[src/rtl/mem_port_arbiter.sv]
// Round-robin arbiter sharing the single-port main memory between CPU data,
// CPU instruction fetch and DMA, with a per-transaction watchdog.
module mem_port_arbiter #(
   parameter logic [15:0] TIMEOUT = 16'd1024,
   localparam int unsigned AW = 16,
   localparam int unsigned DW = 16,
   localparam int unsigned NREQ = 3,
   localparam int unsigned IW = 2
) (
   input  logic          clock,
   input  logic          reset,
   // requester 0: CPU data
   input  logic [AW-1:0] req_data_address,
   input  logic [DW-1:0] req_data_data_in,
   output logic [DW-1:0] req_data_data_out,
   input  logic          req_data_enable,
   input  logic          req_data_write_enable,
   output logic          req_data_data_ready,
   // requester 1: CPU instruction
   input  logic [AW-1:0] req_inst_address,
   input  logic [DW-1:0] req_inst_data_in,
   output logic [DW-1:0] req_inst_data_out,
   input  logic          req_inst_enable,
   input  logic          req_inst_write_enable,
   output logic          req_inst_data_ready,
   // requester 2: DMA
   input  logic [AW-1:0] req_dma_address,
   input  logic [DW-1:0] req_dma_data_in,
   output logic [DW-1:0] req_dma_data_out,
   input  logic          req_dma_enable,
   input  logic          req_dma_write_enable,
   output logic          req_dma_data_ready,
   // shared memory port
   output logic [AW-1:0] mem_address,
   output logic [DW-1:0] mem_data_in,
   input  logic [DW-1:0] mem_data_out,
   output logic          mem_enable,
   output logic          mem_write_enable,
   input  logic          mem_data_ready,
   // status
   output logic [NREQ-1:0] grant,
   output logic            bus_error,
   output logic [IW-1:0]   error_source
);

   typedef enum logic {S_IDLE, S_GRANT} state_t;

   state_t          state, state_nxt;
   logic [IW-1:0]   last;
   logic [IW-1:0]   cand1, cand2, winner_c;
   logic [15:0]     wd_count;
   logic [NREQ-1:0] req_en;
   logic [AW-1:0]   own_addr_c;
   logic [DW-1:0]   own_din_c;
   logic            own_en_c, own_we_c;
   logic            expire_c, done_c, ready_c;
   logic [DW-1:0]   dout_c;

   function automatic logic [IW-1:0] rr_next(input logic [IW-1:0] i);
      return (i == IW'(2)) ? IW'(0) : IW'(i + IW'(1));
   endfunction

   assign req_en = {req_dma_enable, req_inst_enable, req_data_enable};

   // Search order last+1, last+2, last; "last" doubles as the current owner.
   always_comb begin
      cand1    = rr_next(last);
      cand2    = rr_next(cand1);
      winner_c = last;
      if (req_en[cand1])      winner_c = cand1;
      else if (req_en[cand2]) winner_c = cand2;
   end

   always_comb begin
      own_addr_c = req_dma_address;
      own_din_c  = req_dma_data_in;
      own_en_c   = req_dma_enable;
      own_we_c   = req_dma_write_enable;
      case (last)
         IW'(0): begin
            own_addr_c = req_data_address;
            own_din_c  = req_data_data_in;
            own_en_c   = req_data_enable;
            own_we_c   = req_data_write_enable;
         end
         IW'(1): begin
            own_addr_c = req_inst_address;
            own_din_c  = req_inst_data_in;
            own_en_c   = req_inst_enable;
            own_we_c   = req_inst_write_enable;
         end
         default: ;
      endcase
   end

   // A real memory acknowledge always wins over expiry or abort.
   assign expire_c = (state == S_GRANT) && own_en_c && !mem_data_ready &&
                     (wd_count == TIMEOUT - 16'd1);
   assign done_c   = (state == S_GRANT) && (mem_data_ready || !own_en_c || expire_c);

   always_ff @(posedge clock or posedge reset) begin
      if (reset) state <= S_IDLE;
      else       state <= state_nxt;
   end

   always_comb begin
      state_nxt = state;
      case (state)
         S_IDLE:  if (|req_en) state_nxt = S_GRANT;
         S_GRANT: if (done_c)  state_nxt = S_IDLE;
         default: state_nxt = S_IDLE;
      endcase
   end

   always_ff @(posedge clock or posedge reset) begin
      if (reset) begin
         last         <= IW'(2);
         wd_count     <= '0;
         grant        <= '0;
         bus_error    <= 1'b0;
         error_source <= '0;
      end else begin
         if (state == S_IDLE && |req_en) begin
            last     <= winner_c;
            grant    <= NREQ'(3'b001 << winner_c);
            wd_count <= '0;
         end else if (state == S_GRANT) begin
            wd_count <= wd_count + 16'd1;
            if (done_c) grant <= '0;
         end
         if (expire_c) begin
            bus_error <= 1'b1;
            if (!bus_error) error_source <= last;
         end
      end
   end

   always_comb begin
      mem_address         = '0;
      mem_data_in         = '0;
      mem_enable          = 1'b0;
      mem_write_enable    = 1'b0;
      req_data_data_ready = 1'b0;
      req_data_data_out   = '0;
      req_inst_data_ready = 1'b0;
      req_inst_data_out   = '0;
      req_dma_data_ready  = 1'b0;
      req_dma_data_out    = '0;
      ready_c             = mem_data_ready || expire_c;
      dout_c              = mem_data_ready ? mem_data_out : '0;
      if (state == S_GRANT) begin
         mem_address      = own_addr_c;
         mem_data_in      = own_din_c;
         mem_enable       = own_en_c && !expire_c;
         mem_write_enable = own_we_c && !expire_c;
         case (last)
            IW'(0): begin
               req_data_data_ready = ready_c;
               req_data_data_out   = dout_c;
            end
            IW'(1): begin
               req_inst_data_ready = ready_c;
               req_inst_data_out   = dout_c;
            end
            default: begin
               req_dma_data_ready = ready_c;
               req_dma_data_out   = dout_c;
            end
         endcase
      end
   end

endmodule

[config.mk]
export PLATFORM = sky130hd
export DESIGN_NAME = mem_port_arbiter
export DESIGN_NICKNAME = d
export VERILOG_FILES = /design/src/rtl/mem_port_arbiter.sv
export SDC_FILE = /design/constraint.sdc
export NUM_CORES = 1
export LEC_CHECK = 0
export CAP_MARGIN = 30
export CELL_PAD_IN_SITES_DETAIL_PLACEMENT = 0
export CELL_PAD_IN_SITES_GLOBAL_PLACEMENT = 1
export CORE_UTILIZATION = 20
export DETAILED_ROUTE_END_ITERATION = 6
export HOLD_SLACK_MARGIN = 0.06
export PLACE_DENSITY = 0.78
export SYNTH_ARGS = -nofsm -noshare
export SYNTH_HDL_FRONTEND = slang
export SYNTH_SLANG_ARGS = --single-unit
[constraint.sdc]
create_clock -name clock -period 2.7 [get_ports clock]
set_input_delay 0.675 -clock clock [delete_from_list [all_inputs] [get_ports clock]]
set_output_delay 0.675 -clock clock [all_outputs]
set_load 0.03 [all_outputs]
==> impl_metrics.csv <==
group,metric,value,unit
outcome,outcome,"complete, but fails checks",
outcome,violations,"design-rule violations, negative setup slack",
synthesis,avgSynthCellArea,6.78,um^2
placed_design,place_congestion,0.831,
sta,tightest_slew,0.537,ns
synthesis,synth.most_common_cell,"nor2_1",
setup_path,critical_path.top_delay_family,"simple AND/OR/NAND/NOR gates",
sta,finalCriticalPeriod,2.75,ns
sta,period_share,102,%
synthesis,yosysTopAreaCell,"dfrtp_1",
sta,rsz0062_at_grt,"true",
placed_design,dp_slack,-0.435,ns
placed_design,dp_hpwl,7970,um
layout,multi_input_area,1670,um^2
die,rows,39,
layout,fillers,1199,
sta,fmax,364,MHz
setup_path,worstSetupPathType,"flop to output pin",
setup_path,path_buf_inv,1,
layout,fin_cells,714,
setup_path,cp_max_fo,3,
die,fp.dieH,112,um
synthesis,synthTopCellsByArea,"dfrtp_1 25%, nor2_1 18%, mux2i_1 16%",
sta,holdWs,0.501,ns
clock_network,clk_latency,0.26,ns
clock_network,htreeDepth,1,
global_routing,grt_first_pass_wirelength,15600,um
die,start_util,20.8,%
setup_path,cpPeakStageDelay,0.57,ns
sta,maxSlewViolCount,0,
global_routing,overflow,0,
setup_path,end_kind,"output pin",
global_routing,grt_pass1_vias,3235,
synthesis,yosysSeqAreaShare,26.1,%
setup_path,reg2reg_depth,5,
pwr,peakVddDrop,0.000447,V
setup_path,timing.rr.end,"grant[1]$_DFFE_PP0P_",
job,drv_cap,0,
sta,finClkSkew,0.00338,ns
clock_network,cts_made_buffers,3,
synthesis,syn_area,2400,um^2
die,die_area,12400,um^2
setup_path,r2r_start,"wd_count[1]$_DFFE_PP0P_",
layout,synthToLayoutAreaGrowth,96.1,%
drt,drc_errors,5,
placed_design,place_area,4530,um^2
die,design.core.area,11600,um^2
layout,final_area,4710,um^2
drt,finalWirelength,9930,um
setup_path,critPathLaunchType,"flop",
die,num_io_pins,212,
drt,drt_first_pass_iters,7,
pwr,p_leak,2.16,nW
global_routing,grt_max_degree,46,
setup_path,worstPathRequired,2.03,ns
drt,vias,3221,
synthesis,synth.distinct_cells,41,
synthesis,synth_cells,354,
synthesis,synth.ff_latch_count,25,
setup_path,r2r_slack,0.74,ns
global_routing,track_usage,15.3,%
setup_path,critical_path.cell_chain,"or4b_4, nor4_4, nand2_2, and4b_1, buf_6",
worst_hold_path,hp-class,"flop to flop",
clock_network,cts_tree,"done",
synthesis,synth_edf_count,0,
clock_network,clk_pin_slew,0.06,ns
synthesis,synth_common_cells,"118 x nor2_1, 39 x mux2i_1, 36 x nand2_1",
synthesis,ys.warnings.count,0,
synthesis,synth_ff_type,"dfrtp_1",
clock_network,clock_sinks,25,
worst_hold_path,hold_depth,1,
drt,ant_nets,0,
sta,hold_viol_final,0,
drt,drt_iter0_markers,120,
synthesis,yosysTopAreaCellShare,25.0,%
global_routing,antenna_found_initial,1,
layout,fin_nets,693,
sta,setup_viol,2,
placed_design,dp.cells,702,
setup_path,cp.arrival,2.07,ns
worst_hold_path,holdCritStartpoint,"wd_count[15]$_DFFE_PP0P_",
die,dieWidth,112,um
placed_design,port_buffers,211,
sta,slew-limit-headroom,63.9,%
drt,wl_per_cell,13.9,um
clock_network,cts_buffer_depth,2,
sta,setup_slack,-0.0469,ns
pwr,powerDensity,813,nW/um^2
synthesis,async_flop_share,100,%
layout,final_layout_size_suffix_gt1_share,23.3,%
clock_network,cts-root-buf,"clkbuf_16",
synthesis,synth_nets,476,
setup_path,critical-path-slowest-cell,"or4b_4",
layout,final-seq-area,631,um^2
worst_hold_path,hold_path_end,"wd_count[15]$_DFFE_PP0P_",
drt,avgViaCountPerCell,4.51,
==> stage by stage <==
| stage | util [%] | setup TNS, ns | power [mW] |
|---|---|---|---|
| 2_1_floorplan | - | 0 | 2.34 |
| 3_3_place_gp | 39.2 | -1.75 | 3.45 |
| 3_5_place_dp | 39.2 | -1.77 | 3.46 |
| 4_1_cts | 40.5 | -0.0212 | 3.85 |
| 5_1_grt | 40.7 | -0.338 | 4.08 |
| 6_report | 40.7 | -0.0545 | 3.83 |
==> worst register-to-register path: cells and delay by family (launching register included) <==
| family | cells | cell delay [ns] |
|---|---|---|
| AOI/OAI and AO/OA | 2 | 0.31 |
| adders and majority gates | 1 | 0.17 |
| DFF | 1 | 0.36 |
| and+or+nand+nor | 2 | 1.01 |
==> per-layer routing <==
metal	global-route usage [%]	vias to the layer above	part of all wire, %
met2	30.1	116	54
met5	0	-	0
met4	3.24	0	0.43
met1	17.2	1467	40
li1	-	1633	-
met3	2.56	5	5.7
==> cell type report <==
class,instances,share of cell area [%]
multi-input combinational,297,35.5
sequential,25,13.4
tap,143,3.80
clock buffer,4,1.67
antenna,1,0.0531
inverter,7,0.558
timing repair buffer,237,45.1
==> state kept, by name, summed over array words and instances (netlist names) <==
| name | cells |
|---|---|
| last | 2 |
| bus_error | 1 |
| wd_count | 16 |
| error_source | 2 |
| state | 1 |
| grant | 3 |
==> worst max-delay path by stage <==
| stage | slack, ns | depth (start not counted) | to | from |
|---|---|---|---|---|
| after detailed placement | -0.44 | 6 | mem_enable | req_dma_enable |
| after CTS | -0.02 | 5 | mem_enable | wd_count[12]$_DFFE_PP0P_ |
| final | -0.05 | 5 | mem_enable | wd_count[12]$_DFFE_PP0P_ |
| after global placement | -0.42 | 6 | mem_enable | req_dma_enable |
| after floorplan | 0.06 | 4 | req_data_data_ready | req_dma_enable |
| after global routing | -0.11 | 6 | mem_enable | wd_count[1]$_DFFE_PP0P_ |
==> cell families after synthesis <==
logic type      share of synthesized area [%]
compound gates                           14.3
fa+ha+maj                               0.521
flops                                    26.1
simple gates                             35.5
xor+xnor                                0.365
mux                                      17.2
buf+inv                                  5.94
==> layout by cell type, fill, tap and decap left out, drive strengths merged, types with 2 or more instances in the layout <==
cell type	Yosys	layout
a21oi	35	35
and2	2	2
and2b	3	3
and3	4	4
buf	6	111
clkbuf	19	4
clkdlybuf4s50	0	122
dfrtp	24	24
dlygate4sd2	0	4
inv	7	7
mux2	2	2
mux2i	39	39
nand2	36	36
nand2b	2	2
nand3	13	13
nand4	4	4
nor2	118	118
nor4	3	3
o211ai	3	3
o21ai	16	16
o31ai	3	3
or4b	3	3
==> report_power, final <==
group	switching, mW	internal [mW]
Clock	0.129	0.202
Sequential	0.0583	0.437
Combinational	1.82	1.18
Total	2.01	1.82
==> repair_timing <==
action                     CTS  global route
buffers inserted             5             2
resized for setup           11             4
pin swaps                    4             1
hold buffers                 0             0
setup endpoints to repair    6             6
(Power assumes the default switching activity.)
